**config.mk**
```make
export PLATFORM = sky130hd
export DESIGN_NAME = lfsr_rng
export DESIGN_NICKNAME = d
export VERILOG_FILES = /design/src/rtl/lfsr_rng.sv
export SDC_FILE = /design/constraint.sdc
export NUM_CORES = 1
export LEC_CHECK = 0
export ABC_CLOCK_PERIOD_IN_PS = 1750
export CAP_MARGIN = 0
export CORE_ASPECT_RATIO = 0.9
export CORE_UTILIZATION = 44
export DETAILED_ROUTE_END_ITERATION = 8
export GPL_TIMING_DRIVEN = 1
export PLACE_DENSITY = 0.74
export SYNTH_ARGS = -nofsm -noshare
export SYNTH_HDL_FRONTEND = slang
export SYNTH_SLANG_ARGS = --single-unit
```
**constraint.sdc**
```tcl
create_clock -name clk -period 1.75 [get_ports clk]
set_input_delay 0.35 -clock clk [delete_from_list [all_inputs] [get_ports clk]]
set_output_delay 0.35 -clock clk [all_outputs]
set_load 0.005 [all_outputs]
```
**src/rtl/lfsr_rng.sv**
```systemverilog
// lfsr_rng: parametrised Fibonacci LFSR random-number source with a req/valid handshake and optional free-run.
// Latency: req accepted at edge t -> valid high in the cycle after edge t+STEPS_PER_REQ; one request per STEPS_PER_REQ+2 cycles.
// Backpressure: none; req is only sampled in IDLE, so the requester holds or re-issues req until valid.
//
// Ports: clk, rst (sync, active-high) | en free-run enable | seed_load/seed_in runtime reseed
//        req request | busy high in SHIFT/DONE | valid one-cycle result pulse | random_out last value
//        lockup recovery pulse (only with LFSR_LOCKUP_DETECT_EN defined; tied 0 otherwise)
// Optional build macro: LFSR_LOCKUP_DETECT_EN (all-zero register is reloaded with SEED).

module lfsr_rng #(
  parameter int              WIDTH         = 16,
  parameter logic [WIDTH-1:0] TAPS         = 16'h002D,
  parameter logic [WIDTH-1:0] SEED         = 16'hACE1,
  parameter int              OUT_WIDTH     = 8,
  parameter int              STEPS_PER_REQ = 8
) (
  input  logic                 clk,
  input  logic                 rst,
  input  logic                 en,
  input  logic                 seed_load,
  input  logic [WIDTH-1:0]     seed_in,
  input  logic                 req,
  output logic                 busy,
  output logic                 valid,
  output logic [OUT_WIDTH-1:0] random_out,
  output logic                 lockup
);

  localparam int CW = (STEPS_PER_REQ > 1) ? $clog2(STEPS_PER_REQ) : 1;
  localparam logic [CW-1:0] CNT_INIT = CW'(STEPS_PER_REQ - 1);

  typedef enum logic [1:0] {
    IDLE  = 2'd0,
    SHIFT = 2'd1,
    DONE  = 2'd2
  } state_t;

  state_t           state;
  logic [CW-1:0]    counter;
  logic [WIDTH-1:0] lfsr_q;
  logic             fb;
  logic [WIDTH-1:0] lfsr_next;

  assign fb        = ^(lfsr_q & TAPS);
  assign lfsr_next = {fb, lfsr_q[WIDTH-1:1]};

`ifdef LFSR_LOCKUP_DETECT_EN
  logic lockup_q;
  assign lockup = lockup_q;
`else
  assign lockup = 1'b0;
`endif

  // The accepting IDLE cycle performs the first shift, so SHIFT performs the
  // remaining STEPS_PER_REQ-1 shifts and spends its counter==0 cycle capturing
  // the result. valid is registered on entry to DONE, so it is high exactly
  // during the DONE cycle and random_out updates together with it.
  always_ff @(posedge clk) begin
    if (rst) begin
      lfsr_q     <= SEED;
      state      <= IDLE;
      counter    <= '0;
      busy       <= 1'b0;
      valid      <= 1'b0;
      random_out <= '0;
`ifdef LFSR_LOCKUP_DETECT_EN
      lockup_q   <= 1'b0;
`endif
    end else begin
`ifdef LFSR_LOCKUP_DETECT_EN
      lockup_q <= 1'b0;
`endif
      if (seed_load) begin
        // A zero seed would lock the register, so fall back to SEED.
        lfsr_q <= (seed_in == '0) ? SEED : seed_in;
        state  <= IDLE;
        busy   <= 1'b0;
        valid  <= 1'b0;
      end else begin
        valid <= 1'b0;
        case (state)
          IDLE: begin
            if (req) begin
              state   <= SHIFT;
              busy    <= 1'b1;
              counter <= CNT_INIT;
              lfsr_q  <= lfsr_next;
            end else if (en) begin
              lfsr_q <= lfsr_next;
            end
          end
          SHIFT: begin
            if (counter == '0) begin
              state      <= DONE;
              valid      <= 1'b1;
              random_out <= lfsr_q[OUT_WIDTH-1:0];
            end else begin
              counter <= counter - 1'b1;
              lfsr_q  <= lfsr_next;
            end
          end
          DONE: begin
            state <= IDLE;
            busy  <= 1'b0;
          end
          default: begin
            state <= IDLE;
            busy  <= 1'b0;
          end
        endcase
`ifdef LFSR_LOCKUP_DETECT_EN
        // Recovery overrides whatever step the FSM chose; counting is untouched.
        if (lfsr_q == '0) begin
          lfsr_q   <= SEED;
          lockup_q <= 1'b1;
        end
`endif
      end
    end
  end

endmodule

```
==> run metrics <==
die area=3527 um^2; worst path cell trace=inv_2, ha_4, and3b_4, nor3_4, buf_6, buf_16, mux2i_1, o22ai_1; combinational group share of total power=19.5%; TritonRoute pass-1 iters=4; CP max FO=9; initial DRC count=31; Ports=32; Syn Area/Cell=9.856 um^2; All-Layer GR Usage=21.57%; clock skew=10.36 ps; slowest CP cell=dfxtp_2; routability cong.=0.7965; overall power=1.841 mW; Num CTS Buffers=5; Routed Antenna Nets=0; # setup viols final=0; Post-synth EDFFs=0; PD cells=872.8 nW/um^2; Switching Share=a little under a quarter; dpl hpwl=between 2000 and 2500 um; Synth Net Count=170; fraction of registers with async set/reset=0%; core footprint=3090 um^2; gr ovfl total=0; Reg clk slew, reported paths=approximately 100 ps; Mapped Cells=147; status=finished, final reports clean; Int Power=between 1 and 1.5 mW; RSZ-0062 raised after global routing=yes; HP Class=reg -> reg; Max Cap Violations=0; Max Clk Rate=0.5927 GHz; Final Hold Fails=0; clock network fraction of total power=between 30 and 40%; Detailed Route WL=around 3500 um; Clk Latency, worst-skew pair=approximately 330 ps; CP Data Required Time=1970 ps; minimum clock period=between 1500 and 2000 ps; Peak VDD IR=0.0005775 V; die width=62.49 um; CP Class=reg -> reg; largest net degree at the start of global routing=26; CTS tree=built; root buf cell=clkbuf_4; Period Utilization, post-route=between 90% and 100%; Wirelength per Cell=about 14 um; yosys warns=0; Synth Cell Area=1449 um^2; Die Span Y=56.44 um; sequential power share=43.1%; Clock Sinks=31; Hold Buf Count CTS=0; CTS Buffer Depth=2; critical path endpoint category=register; initial antenna violation count=0; row count=19; Inst Count DP=231; layout cells sized above 1=23.27%; H-tree lvl count=2; post-synthesis sequential area ratio=a little over two fifths; area grow syn2layout=45.60%; Pins Over Slew Limit=0; Vias/cell=5.320; FF+latch count, synth=31; end-of-flow core utilization=68.26%; sw power=0.4336 mW; total negative slack=0 ps; n_diodes=0; first-pass GRT wire length=5892 um; critical path launch point type=register; Remaining DRCs=0; Vias=1298; Final Non-Filler Cells=244; Critical Path AT=1910 ps; leakage power=0.8732 nW; ys flop type=dfxtp_1; Initial Utilization=46.88%; Worst path max stage delay=350 ps; Layout Nets=224; Synth cell types=32; buffers added on ports=30; vias in the first global route=1266
-- state kept, by name, summed over array words and instances (netlist names) --
register	flops
counter	3
random_out	8
valid	1
state	2
lfsr_q	16
busy	1
-- final cells by class --
class | count | area (um^2)
multi-input combinational | 103 | 773.2
inverter | 4 | 15.01
clock buffer | 6 | 41.29
timing repair buffer | 56 | 544.3
sequential | 31 | 623.1
fill | 265 | 980.9
clock inverter | 2 | 60.06
tap | 42 | 52.55
-- metal layers --
layer	wire, um	GRT usage [%]
met1	1606	27.12
met3	146	5.081
met4	47	7.973
met5	0	0
met2	1721	35.87
-- power by group through the flow --
stage | combinational, mW | sequential (mW) | clock (mW)
after floorplan | 0.189 | 0.797 | 0
after global placement | 0.304 | 0.805 | 0
after detailed placement | 0.316 | 0.808 | 0
after CTS | 0.342 | 0.792 | 0.703
after global routing | 0.390 | 0.801 | 0.738
final | 0.360 | 0.794 | 0.688
-- cells in the final DEF, fill, tap and decap left out, types with 3 or more instances in the layout --
cell	instances
a211oi_1	6
buf_4	22
clkbuf_4	5
clkdlybuf4s50_1	30
dfxtp_1	29
mux2i_1	21
nor2_1	29
nor3_1	5
nor3_4	3
nor4_1	8
o22ai_1	5
-- worst paths after layout --
path,depth (start not counted),from,slack [ps],to
setup / recovery,8,counter[0]$_SDFFE_PP0P_,60,lfsr_q[11]$_SDFFE_PP1P_
hold / removal,2,random_out[2]$_SDFFE_PP0P_,510,random_out[2]$_SDFFE_PP0P_
setup reg to reg,8,counter[0]$_SDFFE_PP0P_,60,lfsr_q[11]$_SDFFE_PP1P_
hold reg to reg,2,random_out[2]$_SDFFE_PP0P_,510,random_out[2]$_SDFFE_PP0P_
-- worst max-delay path, delay by kind of cell (launching register included) --
kind,cells,cell delay (ps)
and+or+nand+nor,2,460
adders and majority gates,1,150
AOI/OAI and AO/OA,1,80
buffers and inverters,3,340
muxes,1,180
DFF,1,350
-- logic make-up after synthesis --
kind of cell / count (synthesis) / share of synthesized area (%)
AND/OR/NAND/NOR: 52 / 19.26
XOR/XNOR: 3 / 1.814
flip-flops: 31 / 42.83
buffers and inverters: 13 / 5.526
multiplexers: 21 / 14.51
AO/OA/AOI/OAI: 24 / 14.08
adder cells (fa/ha/maj): 2 / 1.727
other: 1 / 0.2588
-- synthesized netlist by cell type (all sizes together) (2+ instances only) --
master / instances / area share (%)
a21oi: 2 / 0.69
a2111oi: 3 / 3.1
ha: 2 / 1.7
nor4: 8 / 3.5
buf: 3 / 2.9
nor3: 8 / 5.1
dfxtp: 31 / 43
xnor2: 2 / 1.2
clkbuf: 6 / 1.6
o22ai: 5 / 2.2
nor2: 29 / 7.5
inv: 4 / 1.0
a2bb2oi: 2 / 1.2
mux2i: 21 / 15
a211oi: 6 / 3.1
nand2: 2 / 0.52
-- what timing repair did --
| item | in CTS | in global routing |
|---|---|---|
| pin swaps | 1 | 4 |
| gates resized for setup | 0 | 8 |
| gates cloned | 1 | 0 |
| setup buffers | 1 | 3 |
| endpoints found under the setup margin | 1 | 10 |
-- per-stage QoR --
stage | setup slack, ps | instance area, um^2 | hold slack (ps)
5_1_grt | -31.76 | 2110 | 537.3
2_1_floorplan | 9.619 | 1451 | 476.3
4_1_cts | 8.000 | 2063 | 515.0
6_report | 62.87 | 2110 | 506.7
3_3_place_gp | -89.61 | 1922 | 479.2
3_5_place_dp | -169.4 | 1922 | 485.2
(Power assumes the default switching activity.)
==> edit 1 (same settings) <==
Add an input register stage for `en`, `seed_load`, `seed_in` and `req`, with the module's reset; this delays them by one clock. Comments in the files are not updated.
--- a/src/rtl/lfsr_rng.sv
+++ b/src/rtl/lfsr_rng.sv
@@ -35,6 +35,25 @@
     DONE  = 2'd2
   } state_t;
 
+  logic en_q;
+  logic seed_load_q;
+  logic [WIDTH-1:0] seed_q;
+  logic req_q;
+
+  always_ff @(posedge clk) begin
+    if (rst) begin
+      en_q        <= '0;
+      seed_load_q <= '0;
+      seed_q      <= '0;
+      req_q       <= '0;
+    end else begin
+      en_q        <= en;
+      seed_load_q <= seed_load;
+      seed_q      <= seed_in;
+      req_q       <= req;
+    end
+  end
+
   state_t           state;
   logic [CW-1:0]    counter;
   logic [WIDTH-1:0] lfsr_q;
@@ -70,9 +89,9 @@
 `ifdef LFSR_LOCKUP_DETECT_EN
       lockup_q <= 1'b0;
 `endif
-      if (seed_load) begin
+      if (seed_load_q) begin
         // A zero seed would lock the register, so fall back to SEED.
-        lfsr_q <= (seed_in == '0) ? SEED : seed_in;
+        lfsr_q <= (seed_q == '0) ? SEED : seed_q;
         state  <= IDLE;
         busy   <= 1'b0;
         valid  <= 1'b0;
@@ -80,12 +99,12 @@
         valid <= 1'b0;
         case (state)
           IDLE: begin
-            if (req) begin
+            if (req_q) begin
               state   <= SHIFT;
               busy    <= 1'b1;
               counter <= CNT_INIT;
               lfsr_q  <= lfsr_next;
-            end else if (en) begin
+            end else if (en_q) begin
               lfsr_q <= lfsr_next;
             end
           end
Behaviour: not the same (Yosys sat finds a counterexample within 4 cycles, from zero or initial values and one cycle with rst high).
==> edit 1 against the unedited design <==
Cell area rose by 15%; clock skew fell by 0.0018 ns; routed wire length rose by 3.4%; via count rose by 18%; total power rose by 31%; setup slack improved by 0.075 ns; sequential cell count rose by 19; synthesized area rose by 33%; first-iteration DRC count rose by 58%; utilization fell by 9.6 points; fmax rose by 4.7%; critical endpoint is now lfsr_q[15]; largest cell class is now registers; highest routed layer unchanged.
==> edit 1: results (changes against the unedited design) <==
| Metric | Value |
|---|---|
| Outcome | completed |
| Fin crit period | 1.61 ns (-0.0752 ns) |
| Yosys warnings | 0 (unchanged) |
| GPL Wtd Cong | 0.794 (-0.36%) |
| Crit-path max FO | 8 (-1) |
| Synth top area cells | dfxtp_1, a21oi_1, nor2b_1, nand2_1, a221oi_1 |
| Number of post-CTS setup repair buffers | 0 (-1) |
| Filler Cell Count | 372 (+40%) |
| Initial DRC count | 49 (+58%) |
| Total Wirelength | 3.64 mm (+3.4%) |
| HP Class | flip-flop to flip-flop |
| Synth Area per Inst | 9.24 µm² (-6.3%) |
| Total track usage | 17.1% (-4.4 points) |
| Clk buf depth | 2 (unchanged) |
| Peak VDD IR | 0.568 mV (-1.7%) |
| Leakage Power | 0.900 nW (+3.1%) |
| Biggest regs | lfsr_q: 16 flops, seed_q: 16 flops, random_out: 8 flops |
| DR vias | 1530 (+18%) |
| Max cap viols | 0 (unchanged) |
| First drt pass iteration count | 4 (unchanged) |
| Clock root buffer | clkbuf_8 |
| WL/cell | 12.6 µm (-12%) |
| Share of cells above drive strength 1 | 8.33% (-15 points) |
| Dpl cell area | 0.00231 mm² (+20%) |
| Final Skew | 0.00853 ns (-0.00183 ns) |
| Initial antenna violation count | 0 (unchanged) |
| H-tree levels | 2 (unchanged) |
| Most common library cells after synthesis | dfxtp_1, a21oi_1, nand2_1 |
| Port bufs | 30 (unchanged) |
| Ys async rst share | 0% (unchanged) |
| Inst Count DP | 280 (+21%) |
| Register area share after synthesis | 52.1% (+9.3 points) |
| Via count of the first global-routing pass | 1339 (+5.8%) |
| Final HPWL from detailed placement | 2.43 mm (-1.2%) |
| ANT cells | 0 (unchanged) |
| Synth Net Count | 231 (+36%) |
| Clk slew on worst S/H paths | about 0.090 ns |
| Largest net degree at the start of global routing | 51 (+96%) |
| First-pass GRT wire length | 6.22 mm (+5.5%) |
| Worst skew pair latency | 0.30 ns (-0.03 ns) |
| Critical Path AT | 1.86 ns (-0.05 ns) |
| TritonCTS Buffers | 5 (unchanged) |
| # nets final | 262 (+17%) |
| Synth unique cells | 32 (unchanged) |
==> edit 1: cell type report <==
cell class                      count  area, µm²  share of cell area [%]
Clock buffer                        6       72.6                    3.00
Clock inverter                      2       37.5                    1.55
Inverter                           12       45.0                    1.86
Multi-Input combinational cell    133        828                    34.2
Sequential cell                    50       1000                    41.3
Tap cell                           48       60.1                    2.48
Timing Repair Buffer               37        378                    15.6
==> edit 1: report_power, final <==
| group | switching (mW) | internal [mW] | total, mW | leakage [nW] |
|---|---|---|---|---|
| Combinational | 0.162 | 0.181 | 0.343 | 0.435 |
| Clock | 0.365 | 0.426 | 0.791 | 0.0514 |
| Sequential | 0.0558 | 1.22 | 1.27 | 0.413 |
| Total | 0.583 | 1.83 | 2.41 | 0.900 |
==> edit 1: repair_timing <==
| item | in CTS | in global routing |
|---|---|---|
| endpoints found under the setup margin | 0 | 2 |
| hold buffers | 0 | 0 |
| resized for setup | 0 | 2 |
==> edit 1: path summary, 6_finish.rpt <==
path	cells past startpoint	start	slack, ns	end
worst min register to register	2	random_out[1]	0.46	random_out[1]
worst min-delay path	2	random_out[1]	0.46	random_out[1]
worst max-delay path	5	seed_q[15]	0.14	lfsr_q[15]
worst max register to register	5	seed_q[15]	0.14	lfsr_q[15]
==> edit 1: stage by stage <==
stage	hold WS, ns	setup WS (ns)	util (%)
2_1_floorplan	0.421	0.180	-
3_5_place_dp	0.442	0.141	55.8
5_1_grt	0.487	0.0335	58.7
3_3_place_gp	0.439	0.176	55.8
4_1_cts	0.460	0.0709	58.5
6_report	0.457	0.138	58.7
==> edit 1: per-layer routing <==
metal | vias to the layer above | routed length, µm | GRT usage (%)
met5 | - | 0 | 0
met4 | 0 | 51 | 5.88
met3 | 6 | 132 | 4.67
met2 | 35 | 1550 | 25.1
met1 | 698 | 1910 | 24.1
li1 | 791 | - | -
==> edit 1: cells by family (layout without fill, tap and decap cells) <==
logic type,count (synthesis),after routing,synth area share [%]
simple gates,78,78,23.1
flops,50,50,52.1
compound gates,49,49,16.8
buf+inv,25,57,5.14
xor+xnor,3,3,1.37
fa+ha+maj,2,2,1.30
other cells,1,1,0.195
==> edit 1: worst max-delay path, stage by stage, from the launching register on <==
cell	delay (ns)
dfxtp_1	0.32
or4_4	0.54
o41ai_4	0.34
buf_4	0.20
nor2_1	0.05
o21ai_1	0.11
==> edit 2 (config.mk and constraints unchanged) <==
Made on the original files. Set the parameter `OUT_WIDTH` to 6 (it was 8).
--- a/src/rtl/lfsr_rng.sv
+++ b/src/rtl/lfsr_rng.sv
@@ -11,7 +11,7 @@
   parameter int              WIDTH         = 16,
   parameter logic [WIDTH-1:0] TAPS         = 16'h002D,
   parameter logic [WIDTH-1:0] SEED         = 16'hACE1,
-  parameter int              OUT_WIDTH     = 8,
+  parameter int              OUT_WIDTH     = 6,
   parameter int              STEPS_PER_REQ = 8
 ) (
   input  logic                 clk,
Interface: changed (resized random_out); port bits go from 32 to 30. No check against the original RTL was run, so the function may have changed too.
==> edit 2 against the unedited design <==
Sequential cell count down 2; total power down 12%; setup slack improved by 0.0088 ns; global-route usage up 1.1 points; combinational power fell by 17%; sequential power fell by 6.7%; cell area is 14% lower; synthesized area is 7.5% lower; routed wire length down 8.6%; largest power group unchanged.
==> edit 2: results (changes against the unedited design) <==
| Metric | Value |
|---|---|
| Outcome | completed |
| Register area share after synthesis | 43.3% (+0.49 points) |
| Post-synthesis mux area share | 5.32% (-9.2 points) |
| Port bufs | 28 (-6.7%) |
| Final Skew | 0.0142 ns (+0.00383 ns) |
| Hold endpoint | lfsr_q[12] |
| Max incr delay on CP | 0.39 ns (+0.04 ns) |
| Filler Cell Count | 229 (-14%) |
| Compound-gate portion of the synthesized area | 17.6% (+3.5 points) |
| Synth Net Count | 175 (+2.9%) |
| Inst Count DP | 222 (-3.9%) |
| Pre-CTS setup slack | -0.195 ns (-0.0260 ns) |
| Final hold slack | 0.473 ns (-0.0337 ns) |
| Critical Path AT | 1.86 ns (-0.05 ns) |
| Slowest cell on the critical path | or3_1 |
| Setup WS post-layout | 0.0717 ns (+0.00881 ns) |
| Worst Reg-to-Reg Cells | 7 (-1) |
| Adder-Cell Fraction of Synth Area | 1.87% (+0.14 points) |
| Met2 WL | 1.60 mm (-6.9%) |
| Final HPWL from detailed placement | 2.39 mm (-3.0%) |
| Dpl cell area | 0.00172 mm² (-10%) |
| Met3 routed wirelength | 224 µm (+53%) |
| Largest net degree at the start of global routing | 16 (-38%) |
| Via count of the first global-routing pass | 1172 (-7.4%) |
| First-pass GRT wire length | 5.26 mm (-11%) |
| Synth Area per Inst | 8.82 µm² (-11%) |
| Number of post-CTS setup repair buffers | 0 (-1) |
| Crit-path max FO | 15 (+6) |
| Most common library cells after synthesis | dfxtp_1, nand2_1, inv_1 |
| Total Wirelength | 3.22 mm (-8.6%) |
| Via density | 5.28 (-0.70%) |
-- edit 2: cell count changes in the layout (fill, tap and decap cells not counted), sizes merged, moves of 3 or more --
cell,delta
a2111oi,-3
a211oi,-6
a21oi,+7
a221oi,+6
a32oi,+7
buf,-15
inv,+13
mux2i,-15
nand2,+24
nor2,-16
nor3,-6
nor4,-4
o22ai,-5
-- edit 2: final cells by class --
| type | instances | area [µm²] | area share [%] |
|---|---|---|---|
| Clock buffer | 7 | 55.1 | 3.05 |
| Timing Repair Buffer | 39 | 388 | 21.5 |
| Inverter | 17 | 63.8 | 3.53 |
| Multi-Input combinational cell | 97 | 639 | 35.4 |
| Sequential cell | 29 | 581 | 32.1 |
| Clock inverter | 1 | 30.0 | 1.66 |
| Tap cell | 40 | 50.0 | 2.77 |
